--- config.mk ---
export PLATFORM = sky130hd
export DESIGN_NAME = gd_audio_out
export DESIGN_NICKNAME = d
export VERILOG_FILES = /design/src/rtl/gd_audio_pkg.sv /design/src/rtl/gd_sigma_delta_dac.sv /design/src/rtl/gd_audio_out.sv
export SDC_FILE = /design/constraint.sdc
export NUM_CORES = 1
export LEC_CHECK = 0
export ABC_AREA = 1
export CORE_MARGIN = 5
export CORE_UTILIZATION = 45
export CTS_BUF_LIST = sky130_fd_sc_hd__clkbuf_4
export DETAILED_ROUTE_END_ITERATION = 16
export GPL_TIMING_DRIVEN = 1
export PLACE_DENSITY = 0.67
export RECOVER_POWER = 50
export SYNTH_ARGS = -nofsm -noshare
export SYNTH_HDL_FRONTEND = slang
export SYNTH_SLANG_ARGS = --single-unit
--- constraint.sdc ---
create_clock -name vga_clk -period 5.99 [get_ports vga_clk]
set_input_delay 0.8985 -clock vga_clk [delete_from_list [all_inputs] [get_ports vga_clk]]
set_output_delay 0.8985 -clock vga_clk [all_outputs]
set_load 0.02 [all_outputs]
--- src/rtl/gd_audio_pkg.sv ---
// Shared constants and helpers for the audio output stage.
// Mode encodings, gain scaling and signed saturation.
package gd_audio_pkg;

   localparam logic MODE_SIGMA_DELTA = 1'b0;
   localparam logic MODE_DITHER      = 1'b1;

   localparam logic [7:0] GAIN_UNITY = 8'd128;
   localparam int         GAIN_SHIFT = 7;

   // Clamp a signed value into the range of a w-bit signed number.
   function automatic logic signed [31:0] sat_signed(
      input logic signed [31:0] v,
      input int                 w
   );
      logic signed [31:0] hi;
      logic signed [31:0] lo;
      hi = (32'sd1 <<< (w - 1)) - 32'sd1;
      lo = -(32'sd1 <<< (w - 1));
      if (v > hi)
         return hi;
      else if (v < lo)
         return lo;
      return v;
   endfunction

endpackage

--- src/rtl/gd_sigma_delta_dac.sv ---
// One channel's 1-bit modulator: first-order sigma-delta
// or a signed compare against the sound counter as dither.
module gd_sigma_delta_dac
   import gd_audio_pkg::*;
#(
   parameter int DAC_W = 13
) (
   input  logic                    clk,
   input  logic                    reset,
   input  logic signed [DAC_W-1:0] level,
   input  logic        [DAC_W-1:0] dither,
   input  logic                    mode,
   output logic                    pin
);

   logic [DAC_W-1:0] u;
   logic [DAC_W-1:0] sd;
   logic [DAC_W:0]   sd_n;
   logic             cmp;

   // Offset-binary level feeds the accumulator; the carry is the pulse.
   assign u    = {~level[DAC_W-1], level[DAC_W-2:0]};
   assign sd_n = {1'b0, sd} + {1'b0, u};
   assign cmp  = level >= $signed(dither);

   // Accumulator runs in both modes so switching modes is seamless.
   always_ff @(posedge clk or posedge reset) begin
      if (reset) begin
         sd  <= '0;
         pin <= 1'b0;
      end else begin
         sd  <= sd_n[DAC_W-1:0];
         pin <= (mode == MODE_DITHER) ? cmp : sd_n[DAC_W];
      end
   end

endmodule

--- src/rtl/gd_audio_out.sv ---
// Multi-channel audio output: box-filter decimation, gain,
// mute and saturation, then a 1-bit modulator per channel.
module gd_audio_out
   import gd_audio_pkg::*;
#(
   parameter int CHANNELS  = 2,
   parameter int SAMPLE_W  = 16,
   parameter int DAC_W     = 13,
   parameter int DIV_LOG2  = 6,
   parameter int COUNTER_W = 18
) (
   input  logic                         vga_clk,
   input  logic                         reset,
   input  logic [CHANNELS*SAMPLE_W-1:0] sample,
   input  logic [CHANNELS*8-1:0]        gain,
   input  logic                         mute,
   input  logic                         mode,
   output logic                         sample_strobe,
   output logic [COUNTER_W-1:0]         soundcounterOut,
   output logic [CHANNELS*DAC_W-1:0]    level,
   output logic [CHANNELS-1:0]          audio_out
);

   localparam int ACC_W  = SAMPLE_W + DIV_LOG2;
   localparam int PROD_W = DAC_W + 9;

   logic [COUNTER_W-1:0] cnt;
   logic [COUNTER_W-1:0] cnt_n;
   logic                 boundary;
   logic                 update;
   logic                 mute_q;

   assign cnt_n           = cnt + COUNTER_W'(1);
   assign boundary        = &cnt[DIV_LOG2-1:0];
   assign soundcounterOut = cnt;

   // Free-running counter, boundary strobe and the gain-stage trigger.
   always_ff @(posedge vga_clk or posedge reset) begin
      if (reset) begin
         cnt           <= '0;
         sample_strobe <= 1'b0;
         update        <= 1'b0;
         mute_q        <= 1'b0;
      end else begin
         cnt           <= cnt_n;
         sample_strobe <= &cnt_n[DIV_LOG2-1:0];
         update        <= boundary;
         if (boundary)
            mute_q <= mute;
      end
   end

   for (genvar c = 0; c < CHANNELS; c++) begin : g_ch
      logic signed [SAMPLE_W-1:0] smp;
      logic signed [ACC_W-1:0]    acc;
      logic signed [ACC_W-1:0]    sum;
      logic signed [DAC_W-1:0]    avg;
      logic        [7:0]          gain_q;
      logic signed [PROD_W-1:0]   prod;
      logic signed [PROD_W-1:0]   scaled;
      logic signed [DAC_W-1:0]    lvl_q;

      assign smp    = sample[c*SAMPLE_W +: SAMPLE_W];
      assign sum    = acc + ACC_W'(smp);
      assign prod   = PROD_W'(avg) * PROD_W'($signed({1'b0, gain_q}));
      assign scaled = prod >>> GAIN_SHIFT;

      // Box filter: top DAC_W bits of the period sum are the floored mean.
      always_ff @(posedge vga_clk or posedge reset) begin
         if (reset) begin
            acc    <= '0;
            avg    <= '0;
            gain_q <= '0;
         end else if (boundary) begin
            acc    <= '0;
            avg    <= sum[ACC_W-1 -: DAC_W];
            gain_q <= gain[c*8 +: 8];
         end else begin
            acc    <= sum;
         end
      end

      // Gain, saturate and mute one cycle after the boundary.
      always_ff @(posedge vga_clk or posedge reset) begin
         if (reset)
            lvl_q <= '0;
         else if (update)
            lvl_q <= mute_q ? '0
                   : DAC_W'(sat_signed(32'(scaled), DAC_W));
      end

      assign level[c*DAC_W +: DAC_W] = lvl_q;

      gd_sigma_delta_dac #(
         .DAC_W (DAC_W)
      ) u_dac (
         .clk    (vga_clk),
         .reset  (reset),
         .level  (lvl_q),
         .dither (cnt[DAC_W-1:0]),
         .mode   (mode),
         .pin    (audio_out[c])
      );
   end

endmodule

==> results of run 1 <==
## path summary, 6_finish.rpt
| kind | start | endpoint | slack (ps) | cells past startpoint |
|---|---|---|---|---|
| setup / recovery | g_ch[0].gain_q[0] | g_ch[0].lvl_q[8] | 740 | 23 |
| hold / removal | g_ch[0].u_dac.sd[0] | g_ch[0].u_dac.sd[0] | 490 | 1 |
| setup reg to reg | g_ch[0].gain_q[0] | g_ch[0].lvl_q[8] | 740 | 23 |
| hold reg to reg | g_ch[0].u_dac.sd[0] | g_ch[0].u_dac.sd[0] | 490 | 1 |
| max in group asynchronous | reset | g_ch[1].lvl_q[12] | 1870 | 3 |
| min in group asynchronous | reset | soundcounterOut[5] | 1880 | 2 |
## cell families after synthesis
kind of cell	after synthesis
xor gates and xnor gates	100
AOI/OAI and AO/OA	252
and+or+nand+nor	797
DFF	161
buffers and inverters	539
adders and majority gates	346
## power by group
part | switching [mW] | internal (mW)
combinational | 0.868 | 0.566
sequential | 0.0565 | 1.26
clock | 0.422 | 0.294
## per-layer routing
layer | GRT usage, % | wire [um] | up-vias
li1 | - | - | 6814
met1 | 27.3 | 18600 | 6426
met2 | 30.5 | 17100 | 294
met3 | 3.37 | 2090 | 46
met4 | 4.63 | 668 | 2
met5 | 0 | 20 | -
## final cells by class
| cell class | instances | area [sq um] | area share (%) |
|---|---|---|---|
| Multi-Input combinational cell | 1495 | 11300 | 59.2 |
| Sequential cell | 161 | 4030 | 21.1 |
| Inverter | 473 | 1780 | 9.33 |
| Timing Repair Buffer | 102 | 1000 | 5.26 |
| Tap cell | 518 | 648 | 3.40 |
| Clock inverter | 15 | 181 | 0.952 |
| Clock buffer | 17 | 128 | 0.670 |
| Antenna cell | 1 | 2.50 | 0.0131 |
## registers in the layout, summed over array words and instances (netlist names)
signal and flops:
g_ch.lvl_q 26, g_ch.gain_q 16, g_ch.avg 26, update 1, g_ch.u_dac.sd 26, g_ch.u_dac.pin 2, sample_strobe 1, soundcounterOut 18
mute_q 1, g_ch.acc 44
## cells in the mapped netlist, drive strengths merged (19+ instances only)
| cell | count | area share [%] |
|---|---|---|
| clkbuf | 47 | 1.0 |
| a21oi | 118 | 3.5 |
| dfrtp | 161 | 23 |
| xnor2 | 48 | 2.4 |
| o21ai | 81 | 2.4 |
| inv | 472 | 10 |
| ha | 176 | 13 |
| xor2 | 52 | 2.6 |
| buf | 19 | 0.80 |
| fa | 170 | 20 |
| nor2 | 107 | 2.4 |
| nand2 | 578 | 13 |
| nand3 | 71 | 2.5 |
## critical path, delay by kind of cell (launching register included)
kind                       cells  cell delay (ps)
AOI/OAI and AO/OA              2              480
adders and majority gates      5             2510
buffers and inverters          5              400
DFF                            1              550
and+or+nand+nor               11             1230
## metrics by stage
step / total power [mW] / cell area, sq um / worst slack (ps) / cells
after global routing: 3.77 / 19100 / 228 / 2782
after detailed placement: 2.77 / 18800 / 777 / 2749
after global placement: 2.73 / 18800 / 910 / 2749
after floorplan: 2.43 / 17400 / 743 / 2195
final: 3.46 / 19100 / 736 / 2782
after CTS: 3.50 / 19100 / 752 / 2781
==> metrics.txt, run 1 <==
# TYPE chip_impl_metric gauge
chip_impl_metric{name="tns",unit="ps"} 0
chip_impl_info{name="cpMostUsedCell",value="sky130_fd_sc_hd__nand2_1"} 1
chip_impl_metric{name="detail_route.iter0.violations",unit=""} 680
chip_impl_info{name="ctsRootBufferMaster",value="sky130_fd_sc_hd__clkbuf_4"} 1
chip_impl_metric{name="grt-ovfl-total",unit=""} 0
chip_impl_info{name="tritoncts",value="yes"} 1
chip_impl_metric{name="layout-area-overhead-vs-synth",unit="%"} 9.39
chip_impl_info{name="violations",value="max-capacitance violations, max-slew violations"} 1
chip_impl_metric{name="clk_transition_reported_paths",unit="ps"} 130
chip_impl_metric{name="number_of_distinct_library_cell_variants_in_the_gate_level_netlist_after_synthesis",unit=""} 50
chip_impl_metric{name="grt_antenna_before_repair",unit=""} 2
chip_impl_metric{name="post_synth_xor_area_fraction",unit="%"} 5.03
chip_impl_metric{name="post_synth_fa_ha_maj_area_fraction",unit="%"} 32.2
chip_impl_metric{name="remaining_drc_errors",unit=""} 0
chip_impl_metric{name="avgSynthCellArea",unit="sq um"} 7.93
chip_impl_metric{name="dieHeight",unit="um"} 207
chip_impl_metric{name="clock_path_buffers",unit=""} 2
chip_impl_metric{name="cpPeakStageDelay",unit="ps"} 610
chip_impl_metric{name="vias",unit=""} 13582
chip_impl_info{name="critical_path.slowest_cell",value="sky130_fd_sc_hd__fa_1"} 1
chip_impl_metric{name="placementRows",unit=""} 72
chip_impl_info{name="status",value="finished with violations"} 1
chip_impl_metric{name="cp.arrival",unit="ps"} 5760
chip_impl_metric{name="final_period_minus_worst_setup_slack",unit="ps"} 5250
chip_impl_metric{name="post_cts_hold_buffer_count",unit=""} 0
chip_impl_metric{name="setup_clock_skew_after_layout",unit="ps"} 31.7
chip_impl_metric{name="timing.slew.headroom",unit="%"} -162
chip_impl_metric{name="grt_max_degree",unit=""} 89
chip_impl_metric{name="fin_worst_hold_slack",unit="ps"} 485
chip_impl_metric{name="yosys_warnings",unit=""} 0
chip_impl_info{name="worstHoldPathType",value="reg -> reg"} 1
chip_impl_metric{name="numCtsBuffers",unit=""} 17
chip_impl_metric{name="initial_utilization",unit="%"} 45.3
chip_impl_metric{name="viasPerCell",unit=""} 4.88
chip_impl_metric{name="report.final.hold_viol_count",unit=""} 0
chip_impl_metric{name="cts_setup_buffers",unit=""} 0
chip_impl_metric{name="dieWidth",unit="um"} 207
chip_impl_metric{name="antenna_left",unit=""} 0
chip_impl_metric{name="grt_first_pass_wirelength",unit="um"} 67400
chip_impl_info{name="dominantRegCellSynth",value="sky130_fd_sc_hd__dfrtp_1"} 1
chip_impl_info{name="timing.critical_path.to_type",value="flip-flop"} 1
chip_impl_metric{name="post_cts_resize_count",unit=""} 0
chip_impl_metric{name="seq_total_area_yosys",unit="%"} 23.1
chip_impl_metric{name="drive_above_1_share",unit="%"} 4.37
chip_impl_metric{name="first_global_vias",unit=""} 13973
chip_impl_metric{name="floorplan.core_area",unit="sq um"} 38500
chip_impl_metric{name="mappedNetlistNets",unit=""} 2593
chip_impl_metric{name="edff_count_synth",unit=""} 0
chip_impl_metric{name="share_of_synthesized_area_spent_on_multiplexers",unit="%"} 0
chip_impl_info{name="worst_setup_path_start_kind",value="flip-flop"} 1
chip_impl_metric{name="grt_usage",unit="%"} 19.1
chip_impl_info{name="cp_cell_sequence",value="nand2_1 > inv_1 > fa_1 > inv_1 > fa_1 > inv_1 > fa_1 > inv_1 > fa_1 > inv_1 > ha_1 > a21oi_1 > nor2_1 > nor2_1 > nor2_1 > a211oi_1 > nand2_1 > nand2_1 > nand2_1 > nand2_2 > nand3_1 > nand2_1 > nand2_1"} 1
chip_impl_metric{name="place.gp.congestion",unit=""} 0.911
chip_impl_metric{name="ys_async_sr_fraction",unit="%"} 100
chip_impl_info{name="critPathKind",value="reg -> reg"} 1
chip_impl_metric{name="worstPathMaxFanout",unit=""} 13
chip_impl_metric{name="numClockSinks",unit=""} 161
chip_impl_info{name="most-common-layout-cells",value="sky130_fd_sc_hd__nand2_1 (552), sky130_fd_sc_hd__inv_1 (463), sky130_fd_sc_hd__ha_1 (176), sky130_fd_sc_hd__fa_1 (170), sky130_fd_sc_hd__dfrtp_1 (161)"} 1
chip_impl_metric{name="routed_wl",unit="um"} 38500
chip_impl_metric{name="floorplan.io_pins",unit=""} 99
chip_impl_metric{name="timing_worst_slew_pin_value",unit="ps"} 3910
chip_impl_metric{name="number_of_flip_flops_and_latches_in_the_synthesized_netlist",unit=""} 161
chip_impl_metric{name="synthSimpleGateAreaFrac",unit="%"} 19.4
chip_impl_metric{name="layout.filler_cells",unit=""} 3751
chip_impl_metric{name="leakagePower",unit="nW"} 10.7
chip_impl_metric{name="finalMaxSlewViolations",unit=""} 165
chip_impl_metric{name="synth_cells",unit=""} 2195
chip_impl_metric{name="finalCritPeriodShare",unit="%"} 87.7
chip_impl_metric{name="die_area",unit="sq um"} 42700
chip_impl_metric{name="vdd.ir_drop.worst",unit="uV"} 226
chip_impl_metric{name="final_core_utilization",unit="%"} 49.5
chip_impl_metric{name="dp_hpwl",unit="um"} 31600
chip_impl_metric{name="final-setup-viol-count",unit=""} 0
chip_impl_info{name="leading_cell_type_in_the_layout_fill_and_taps_excluded",value="sky130_fd_sc_hd__nand2_1"} 1
chip_impl_metric{name="synth_area_in_compound_gates",unit="%"} 8.20
chip_impl_metric{name="syn-cell-area",unit="sq um"} 17400
chip_impl_metric{name="cts_max_level",unit=""} 4
chip_impl_metric{name="pwr_density_cell",unit="nW/um^2"} 182
chip_impl_metric{name="fin_nets",unit=""} 2648
chip_impl_info{name="largest_family_of_logic_cells_by_synthesized_area",value="adder cells"} 1
chip_impl_metric{name="maxClockFrequency",unit="MHz"} 190
chip_impl_metric{name="detail_route.first_pass.iterations",unit=""} 5
chip_impl_info{name="rsz_0062_raised_after_global_routing",value="no"} 1
chip_impl_metric{name="place.port_buffers",unit=""} 98
chip_impl_metric{name="worstPathRequired",unit="ps"} 6500
chip_impl_metric{name="clock_insertion_delay_at_the_later_pin_of_the_skew_report",unit="ps"} 630
chip_impl_metric{name="max_cap_viol_count",unit=""} 2
chip_impl_metric{name="detail_route.wl_per_cell",unit="um"} 13.8
Note: power is estimated with default switching activity, not from simulation.
==> inputs of run 2 (changes only) <==
--- a/config.mk
+++ b/config.mk
@@ -6,12 +6,13 @@
 export NUM_CORES = 1
 export LEC_CHECK = 0
 export ABC_AREA = 1
+export CORE_ASPECT_RATIO = 0.9
 export CORE_MARGIN = 5
 export CORE_UTILIZATION = 45
 export CTS_BUF_LIST = sky130_fd_sc_hd__clkbuf_4
 export DETAILED_ROUTE_END_ITERATION = 16
 export GPL_TIMING_DRIVEN = 1
-export PLACE_DENSITY = 0.67
+export PLACE_DENSITY = 0.64
 export RECOVER_POWER = 50
 export SYNTH_ARGS = -nofsm -noshare
 export SYNTH_HDL_FRONTEND = slang
==> run 2 against run 1 <==
  * The run still ends with max-capacitance violations, max-slew violations left
  * Clock power fell by 12%
  * Fmax rose by 0.15%
  * First-iteration DRC count rose by 21%
  * Final cell count fell by 1.0%
  * Non-clock buffer count did not move
  * Global-route usage fell by 0.57 points
  * Worst hold slack got worse by 2.0 ps
  * Final area fell by 0.43%
  * Clock-buffer cell count rose by 3
  * Routed wire length fell by 2.8%
  * Sequential cell count did not move
  * Die area barely moved
==> metrics.txt, run 2 (synthesis gave the netlist of run 1 again) <==
# TYPE chip_impl_metric gauge
chip_impl_metric{name="placementRows",unit=""} 68
chip_impl_info{name="critPathKind",value="reg -> reg"} 1
chip_impl_metric{name="final_period_minus_worst_setup_slack",unit="ps"} 5250
chip_impl_info{name="violations",value="max-capacitance violations, max-slew violations"} 1
chip_impl_info{name="timing.critical_path.to_type",value="flip-flop"} 1
chip_impl_info{name="critPathTopFamily",value="adder cells"} 1
chip_impl_metric{name="post_cts_resize_count",unit=""} 0
chip_impl_metric{name="grt_first_pass_wirelength",unit="um"} 66100
chip_impl_metric{name="pwr_density_cell",unit="nW/um^2"} 177
chip_impl_metric{name="finalMaxSlewViolations",unit=""} 197
chip_impl_metric{name="vdd.ir_drop.worst",unit="uV"} 263
chip_impl_metric{name="final-setup-viol-count",unit=""} 0
chip_impl_metric{name="numClockSinks",unit=""} 161
chip_impl_metric{name="cts_max_level",unit=""} 4
chip_impl_metric{name="antenna_left",unit=""} 0
chip_impl_info{name="cpMostUsedCell",value="sky130_fd_sc_hd__nand2_1"} 1
chip_impl_metric{name="viasPerCell",unit=""} 4.85
chip_impl_metric{name="routed_wl",unit="um"} 37400
chip_impl_info{name="rsz_0062_raised_after_global_routing",value="no"} 1
chip_impl_metric{name="floorplan.core_area",unit="sq um"} 38300
chip_impl_metric{name="tns",unit="ps"} 0
chip_impl_metric{name="ff_to_ff_path_depth",unit=""} 23
chip_impl_metric{name="layout.filler_cells",unit=""} 3769
chip_impl_metric{name="first_global_vias",unit=""} 13811
chip_impl_metric{name="worstPathRequired",unit="ps"} 6530
chip_impl_metric{name="place.port_buffers",unit=""} 98
chip_impl_metric{name="dieHeight",unit="um"} 197
chip_impl_info{name="ctsRootBufferMaster",value="sky130_fd_sc_hd__clkbuf_4"} 1
chip_impl_metric{name="timing_worst_slew_pin_value",unit="ps"} 3770
chip_impl_info{name="critical_path.slowest_cell",value="sky130_fd_sc_hd__fa_1"} 1
chip_impl_metric{name="report.final.hold_viol_count",unit=""} 0
chip_impl_metric{name="die_area",unit="sq um"} 42700
chip_impl_metric{name="setup_clock_skew_after_layout",unit="ps"} 22.7
chip_impl_metric{name="remaining_drc_errors",unit=""} 0
chip_impl_metric{name="clock_insertion_delay_at_the_later_pin_of_the_skew_report",unit="ps"} 640
chip_impl_info{name="most-common-layout-cells",value="sky130_fd_sc_hd__nand2_1 (552), sky130_fd_sc_hd__inv_1 (463), sky130_fd_sc_hd__ha_1 (176), sky130_fd_sc_hd__fa_1 (170), sky130_fd_sc_hd__dfrtp_1 (161)"} 1
chip_impl_metric{name="timing.slew.headroom",unit="%"} -153
chip_impl_metric{name="grt_max_degree",unit=""} 84
chip_impl_info{name="hold_path_end",value="g_ch[0].u_dac.sd[0]"} 1
chip_impl_metric{name="numCtsBuffers",unit=""} 17
chip_impl_metric{name="dieWidth",unit="um"} 217
chip_impl_metric{name="max_cap_viol_count",unit=""} 3
chip_impl_metric{name="maxClockFrequency",unit="MHz"} 191
chip_impl_info{name="leading_cell_type_in_the_layout_fill_and_taps_excluded",value="sky130_fd_sc_hd__nand2_1"} 1
chip_impl_info{name="tritoncts",value="yes"} 1
chip_impl_metric{name="vias",unit=""} 13347
chip_impl_info{name="worstReg2RegEnd",value="g_ch[1].lvl_q[7]"} 1
chip_impl_metric{name="clk_transition_reported_paths",unit="ps"} 140
chip_impl_metric{name="min_path_cells",unit=""} 1
chip_impl_info{name="status",value="finished with violations"} 1
chip_impl_metric{name="cpPeakStageDelay",unit="ps"} 610
chip_impl_metric{name="r2r_slack",unit="ps"} 740
chip_impl_metric{name="grt_antenna_before_repair",unit=""} 2
chip_impl_metric{name="fin_nets",unit=""} 2648
chip_impl_metric{name="floorplan.io_pins",unit=""} 99
chip_impl_info{name="hold_sp",value="g_ch[0].u_dac.sd[0]"} 1
chip_impl_info{name="cp_cell_sequence",value="nand2_1 > inv_1 > fa_1 > inv_1 > fa_1 > inv_1 > fa_1 > inv_1 > fa_1 > inv_1 > ha_1 > a21oi_1 > nor2_1 > nor2_1 > nor2_1 > a211oi_1 > nand2_1 > nand2_1 > nand2_2 > nand2_1 > nand3_1 > nand2_1 > nand2_1"} 1
chip_impl_info{name="largest_register",value="g_ch.acc"} 1
chip_impl_metric{name="grt-ovfl-total",unit=""} 0
chip_impl_info{name="worst_setup_path_start_kind",value="flip-flop"} 1
chip_impl_metric{name="drive_above_1_share",unit="%"} 4.29
chip_impl_info{name="worstHoldPathType",value="reg -> reg"} 1
chip_impl_metric{name="worst-path-buf-inv",unit=""} 5
chip_impl_metric{name="cts_setup_buffers",unit=""} 0
chip_impl_metric{name="worstPathMaxFanout",unit=""} 13
chip_impl_metric{name="initial_utilization",unit="%"} 45.5
chip_impl_metric{name="largest_register_ffs",unit=""} 44
chip_impl_metric{name="place.gp.congestion",unit=""} 0.877
chip_impl_metric{name="finalCritPeriodShare",unit="%"} 87.6
chip_impl_metric{name="layout-area-overhead-vs-synth",unit="%"} 8.92
chip_impl_metric{name="detail_route.iter0.violations",unit=""} 825
chip_impl_metric{name="fin_worst_hold_slack",unit="ps"} 483
chip_impl_metric{name="clock_path_buffers",unit=""} 2
chip_impl_metric{name="leakagePower",unit="nW"} 10.6
chip_impl_metric{name="grt_usage",unit="%"} 18.6
chip_impl_metric{name="multi_input_comb_area",unit="sq um"} 11300
chip_impl_metric{name="cp.arrival",unit="ps"} 5780
chip_impl_metric{name="post_cts_hold_buffer_count",unit=""} 0
chip_impl_metric{name="dp_hpwl",unit="um"} 30600
chip_impl_metric{name="detail_route.first_pass.iterations",unit=""} 6
chip_impl_info{name="timing.rr.start",value="g_ch[1].gain_q[0]"} 1
chip_impl_metric{name="area.sequential",unit="sq um"} 4030
chip_impl_metric{name="detail_route.wl_per_cell",unit="um"} 13.6
## run 2: layout make-up
| type | instances | share of cell area [%] |
|---|---|---|
| well taps | 490 | 3.23 |
| repair buffers | 102 | 5.28 |
| diodes | 1 | 0.0132 |
| inverters | 473 | 9.37 |
| flip-flops and latches | 161 | 21.2 |
| clock buffers | 20 | 0.792 |
| multi-input cells | 1495 | 59.5 |
| clock inverters | 12 | 0.594 |
## run 2: routing by layer
metal  up-vias  wire length, um  GRT usage [%]
li1       6809                -              -
met2       234            16300           29.0
met3        24             1720           3.59
met1      6278            19000           27.2
met5         -               13              0
met4         2              352           3.79
## run 2: report_power, final
| part | internal, mW | switching, mW | leakage (nW) |
|---|---|---|---|
| logic | 0.564 | 0.855 | 8.61 |
| registers | 1.26 | 0.0525 | 1.89 |
| clock network | 0.220 | 0.408 | 0.133 |
| total | 2.04 | 1.32 | 10.6 |
## run 2: worst max path at each step
stage                     slack (ps)                to         startpoint  depth (start not counted)
after floorplan                  740    g_ch[0].acc[0]              reset                          1
after global placement           850  g_ch[1].lvl_q[3]  g_ch[1].gain_q[0]                         23
after detailed placement         750  g_ch[1].lvl_q[4]  g_ch[1].gain_q[0]                         23
after CTS                        730  g_ch[1].lvl_q[7]  g_ch[1].gain_q[0]                         23
after global routing             270  g_ch[1].lvl_q[3]  g_ch[1].gain_q[0]                         22
final                            740  g_ch[1].lvl_q[7]  g_ch[1].gain_q[0]                         23
## run 2: metrics by stage
stage | instance area, sq um | util, % | instances | total power [mW] | worst slack, ps
2_1_floorplan | 17400 | - | 2195 | 2.43 | 743
3_3_place_gp | 18700 | 48.9 | 2721 | 2.72 | 855
3_5_place_dp | 18700 | 48.9 | 2721 | 2.75 | 750
4_1_cts | 19000 | 49.6 | 2753 | 3.40 | 730
5_1_grt | 19000 | 49.5 | 2754 | 3.69 | 266
6_report | 19000 | 49.5 | 2754 | 3.36 | 744
==> inputs of run 3 (changes only) <==
--- a/config.mk
+++ b/config.mk
@@ -6,14 +6,17 @@
 export NUM_CORES = 1
 export LEC_CHECK = 0
 export ABC_AREA = 1
+export CAP_MARGIN = 10
 export CORE_ASPECT_RATIO = 0.9
 export CORE_MARGIN = 5
 export CORE_UTILIZATION = 45
 export CTS_BUF_LIST = sky130_fd_sc_hd__clkbuf_4
 export DETAILED_ROUTE_END_ITERATION = 16
+export GPL_ROUTABILITY_DRIVEN = 0
 export GPL_TIMING_DRIVEN = 1
 export PLACE_DENSITY = 0.64
 export RECOVER_POWER = 50
+export SETUP_SLACK_MARGIN = 0.5
 export SYNTH_ARGS = -nofsm -noshare
 export SYNTH_HDL_FRONTEND = slang
 export SYNTH_SLANG_ARGS = --single-unit
==> run 3 against run 2 <==
  * The run still ends with max-capacitance violations, max-slew violations left
  * Setup slack gained 180 ps
  * Fmax is 3.6% higher
  * Clock-buffer cell count is 2 lower
  * Final cell count up 0.15%
  * Register-to-register slack improved by 180 ps
  * Combinational power about the same
  * Sequential cell count stayed put
  * First-iteration DRC count decreased by 8.2%
  * Final area up 0.48%
  * Clock skew rose by 7.6 ps
  * Worst hold slack worse by 2.2 ps
  * Routed wire length grew 0.43%
==> metrics.txt, run 3 (synthesis gave the netlist of run 1 again) <==
# TYPE chip_impl_metric gauge
chip_impl_metric{name="cp.arrival",unit="ps"} 5590
chip_impl_metric{name="final_period_minus_worst_setup_slack",unit="ps"} 5070
chip_impl_metric{name="grt_max_degree",unit=""} 92
chip_impl_metric{name="clock_path_buffers",unit=""} 2
chip_impl_info{name="largest_register",value="g_ch.acc"} 1
chip_impl_metric{name="place.port_buffers",unit=""} 98
chip_impl_metric{name="fin_nets",unit=""} 2650
chip_impl_metric{name="drive_above_1_share",unit="%"} 4.68
chip_impl_metric{name="layout.filler_cells",unit=""} 3722
chip_impl_info{name="worst_setup_path_start_kind",value="flip-flop"} 1
chip_impl_metric{name="final-setup-viol-count",unit=""} 0
chip_impl_metric{name="setup_clock_skew_after_layout",unit="ps"} 30.3
chip_impl_metric{name="worstPathRequired",unit="ps"} 6510
chip_impl_info{name="leading_cell_type_in_the_layout_fill_and_taps_excluded",value="sky130_fd_sc_hd__nand2_1"} 1
chip_impl_metric{name="routed_wl",unit="um"} 37600
chip_impl_metric{name="initial_utilization",unit="%"} 45.5
chip_impl_metric{name="dieHeight",unit="um"} 197
chip_impl_info{name="rsz_0062_raised_after_global_routing",value="no"} 1
chip_impl_metric{name="vdd.ir_drop.worst",unit="uV"} 201
chip_impl_metric{name="layout-area-overhead-vs-synth",unit="%"} 9.43
chip_impl_metric{name="clk_transition_reported_paths",unit="ps"} 130
chip_impl_metric{name="multi_input_comb_area",unit="sq um"} 11300
chip_impl_info{name="timing.critical_path.to_type",value="flip-flop"} 1
chip_impl_metric{name="first_global_vias",unit=""} 13680
chip_impl_metric{name="leakagePower",unit="nW"} 10.7
chip_impl_metric{name="dieWidth",unit="um"} 217
chip_impl_metric{name="numCtsBuffers",unit=""} 17
chip_impl_info{name="tritoncts",value="yes"} 1
chip_impl_metric{name="die_area",unit="sq um"} 42700
chip_impl_metric{name="tns",unit="ps"} 0
chip_impl_info{name="cp_cell_sequence",value="nand2_1 > inv_1 > fa_1 > inv_1 > fa_1 > inv_1 > fa_1 > inv_1 > fa_1 > inv_1 > ha_1 > nand2_1 > clkinv_1 > nand3_1 > nor2_1 > a211oi_2 > nand3_1 > nand2_1 > inv_2 > nand2_4 > nand3_1 > nand2_1 > nand2_1"} 1
chip_impl_metric{name="maxClockFrequency",unit="MHz"} 197
chip_impl_info{name="violations",value="max-capacitance violations, max-slew violations"} 1
chip_impl_metric{name="area.sequential",unit="sq um"} 4040
chip_impl_info{name="critPathKind",value="reg -> reg"} 1
chip_impl_info{name="most-common-layout-cells",value="sky130_fd_sc_hd__nand2_1 (551), sky130_fd_sc_hd__inv_1 (464), sky130_fd_sc_hd__ha_1 (176), sky130_fd_sc_hd__fa_1 (169), sky130_fd_sc_hd__dfrtp_1 (154)"} 1
chip_impl_metric{name="detail_route.first_pass.iterations",unit=""} 7
chip_impl_metric{name="antenna_left",unit=""} 0
chip_impl_metric{name="floorplan.core_area",unit="sq um"} 38300
chip_impl_metric{name="grt_first_pass_wirelength",unit="um"} 65000
chip_impl_metric{name="timing_worst_slew_pin_value",unit="ps"} 3520
chip_impl_metric{name="detail_route.iter0.violations",unit=""} 757
chip_impl_metric{name="numClockSinks",unit=""} 161
chip_impl_metric{name="post_cts_hold_buffer_count",unit=""} 0
chip_impl_metric{name="vias",unit=""} 13342
chip_impl_metric{name="cpPeakStageDelay",unit="ps"} 570
chip_impl_metric{name="floorplan.io_pins",unit=""} 99
chip_impl_metric{name="worstPathMaxFanout",unit=""} 14
chip_impl_metric{name="max_cap_viol_count",unit=""} 2
chip_impl_metric{name="viasPerCell",unit=""} 4.84
chip_impl_metric{name="grt_antenna_before_repair",unit=""} 2
chip_impl_metric{name="pwr_density_cell",unit="nW/um^2"} 178
chip_impl_metric{name="report.final.hold_viol_count",unit=""} 0
chip_impl_metric{name="grt_usage",unit="%"} 18.3
chip_impl_metric{name="dp_hpwl",unit="um"} 30900
chip_impl_metric{name="timing.slew.headroom",unit="%"} -135
chip_impl_info{name="status",value="finished with violations"} 1
chip_impl_metric{name="finalCritPeriodShare",unit="%"} 84.6
chip_impl_info{name="ctsRootBufferMaster",value="sky130_fd_sc_hd__clkbuf_4"} 1
chip_impl_metric{name="final_core_utilization",unit="%"} 49.8
chip_impl_metric{name="placementRows",unit=""} 68
chip_impl_metric{name="remaining_drc_errors",unit=""} 0
chip_impl_metric{name="detail_route.wl_per_cell",unit="um"} 13.6
chip_impl_metric{name="finalMaxSlewViolations",unit=""} 168
chip_impl_metric{name="cts_max_level",unit=""} 4
chip_impl_metric{name="clock_insertion_delay_at_the_later_pin_of_the_skew_report",unit="ps"} 620
chip_impl_info{name="worstHoldPathType",value="reg -> reg"} 1
chip_impl_metric{name="largest_register_ffs",unit=""} 44
chip_impl_metric{name="grt-ovfl-total",unit=""} 0
chip_impl_info{name="critical_path.slowest_cell",value="sky130_fd_sc_hd__dfrtp_1"} 1
run 3: path summary, 6_finish.rpt:
kind                                     start                  end  slack [ps]  cells after the start
max                          g_ch[0].gain_q[3]     g_ch[0].lvl_q[8]         920                     23
min                        soundcounterOut[17]  soundcounterOut[17]         480                      1
max reg2reg                  g_ch[0].gain_q[3]     g_ch[0].lvl_q[8]         920                     23
min reg2reg                soundcounterOut[17]  soundcounterOut[17]         480                      1
max in group asynchronous                reset    g_ch[0].gain_q[2]        1510                      3
min in group asynchronous                reset  g_ch[1].u_dac.sd[0]        1980                      2
run 3: metrics by stage:
stage	hold WS [ps]	area (sq um)	worst slack, ps	power (mW)	cells
2_1_floorplan	443	17400	743	2.43	2195
3_3_place_gp	453	18700	888	2.72	2721
3_5_place_dp	460	18700	781	2.75	2721
4_1_cts	485	19000	751	3.44	2751
5_1_grt	497	19100	504	3.73	2758
6_report	481	19100	924	3.40	2758
run 3: timing repair:
action / CTS / global route
setup endpoints to repair: 0 / 24
gates resized for setup: 0 / 11
setup buffers: 0 / 2
run 3: layout make-up:
class / count / share of cell area (%)
Multi-Input combinational cell: 1495 / 59.3
Sequential cell: 161 / 21.2
Inverter: 473 / 9.32
Timing Repair Buffer: 104 / 5.47
Tap cell: 490 / 3.22
Clock inverter: 12 / 0.755
Clock buffer: 18 / 0.709
Antenna cell: 5 / 0.0657
run 3: metal layers:
metal  global-route usage (%)  vias to the layer above  part of all wire, %
met5                        0                        -                0.035
met4                     3.42                        2                 0.64
met3                     3.67                       18                  5.0
met2                     29.5                      251                   44
met1                     26.0                     6278                   50
li1                         -                     6793                    -
run 3: worst max-delay path: cells and delay by family, from the launching register on:
family                     cells  cell delay [ps]
and+or+nand+nor               10             1170
adders and majority gates      5             2450
buffers and inverters          7              560
DFF                            1              570
AOI/OAI and AO/OA              1              190
run 3: where the power goes:
group | internal (mW) | switching (mW)
logic | 0.563 | 0.853
registers | 1.26 | 0.0520
clock network | 0.284 | 0.390
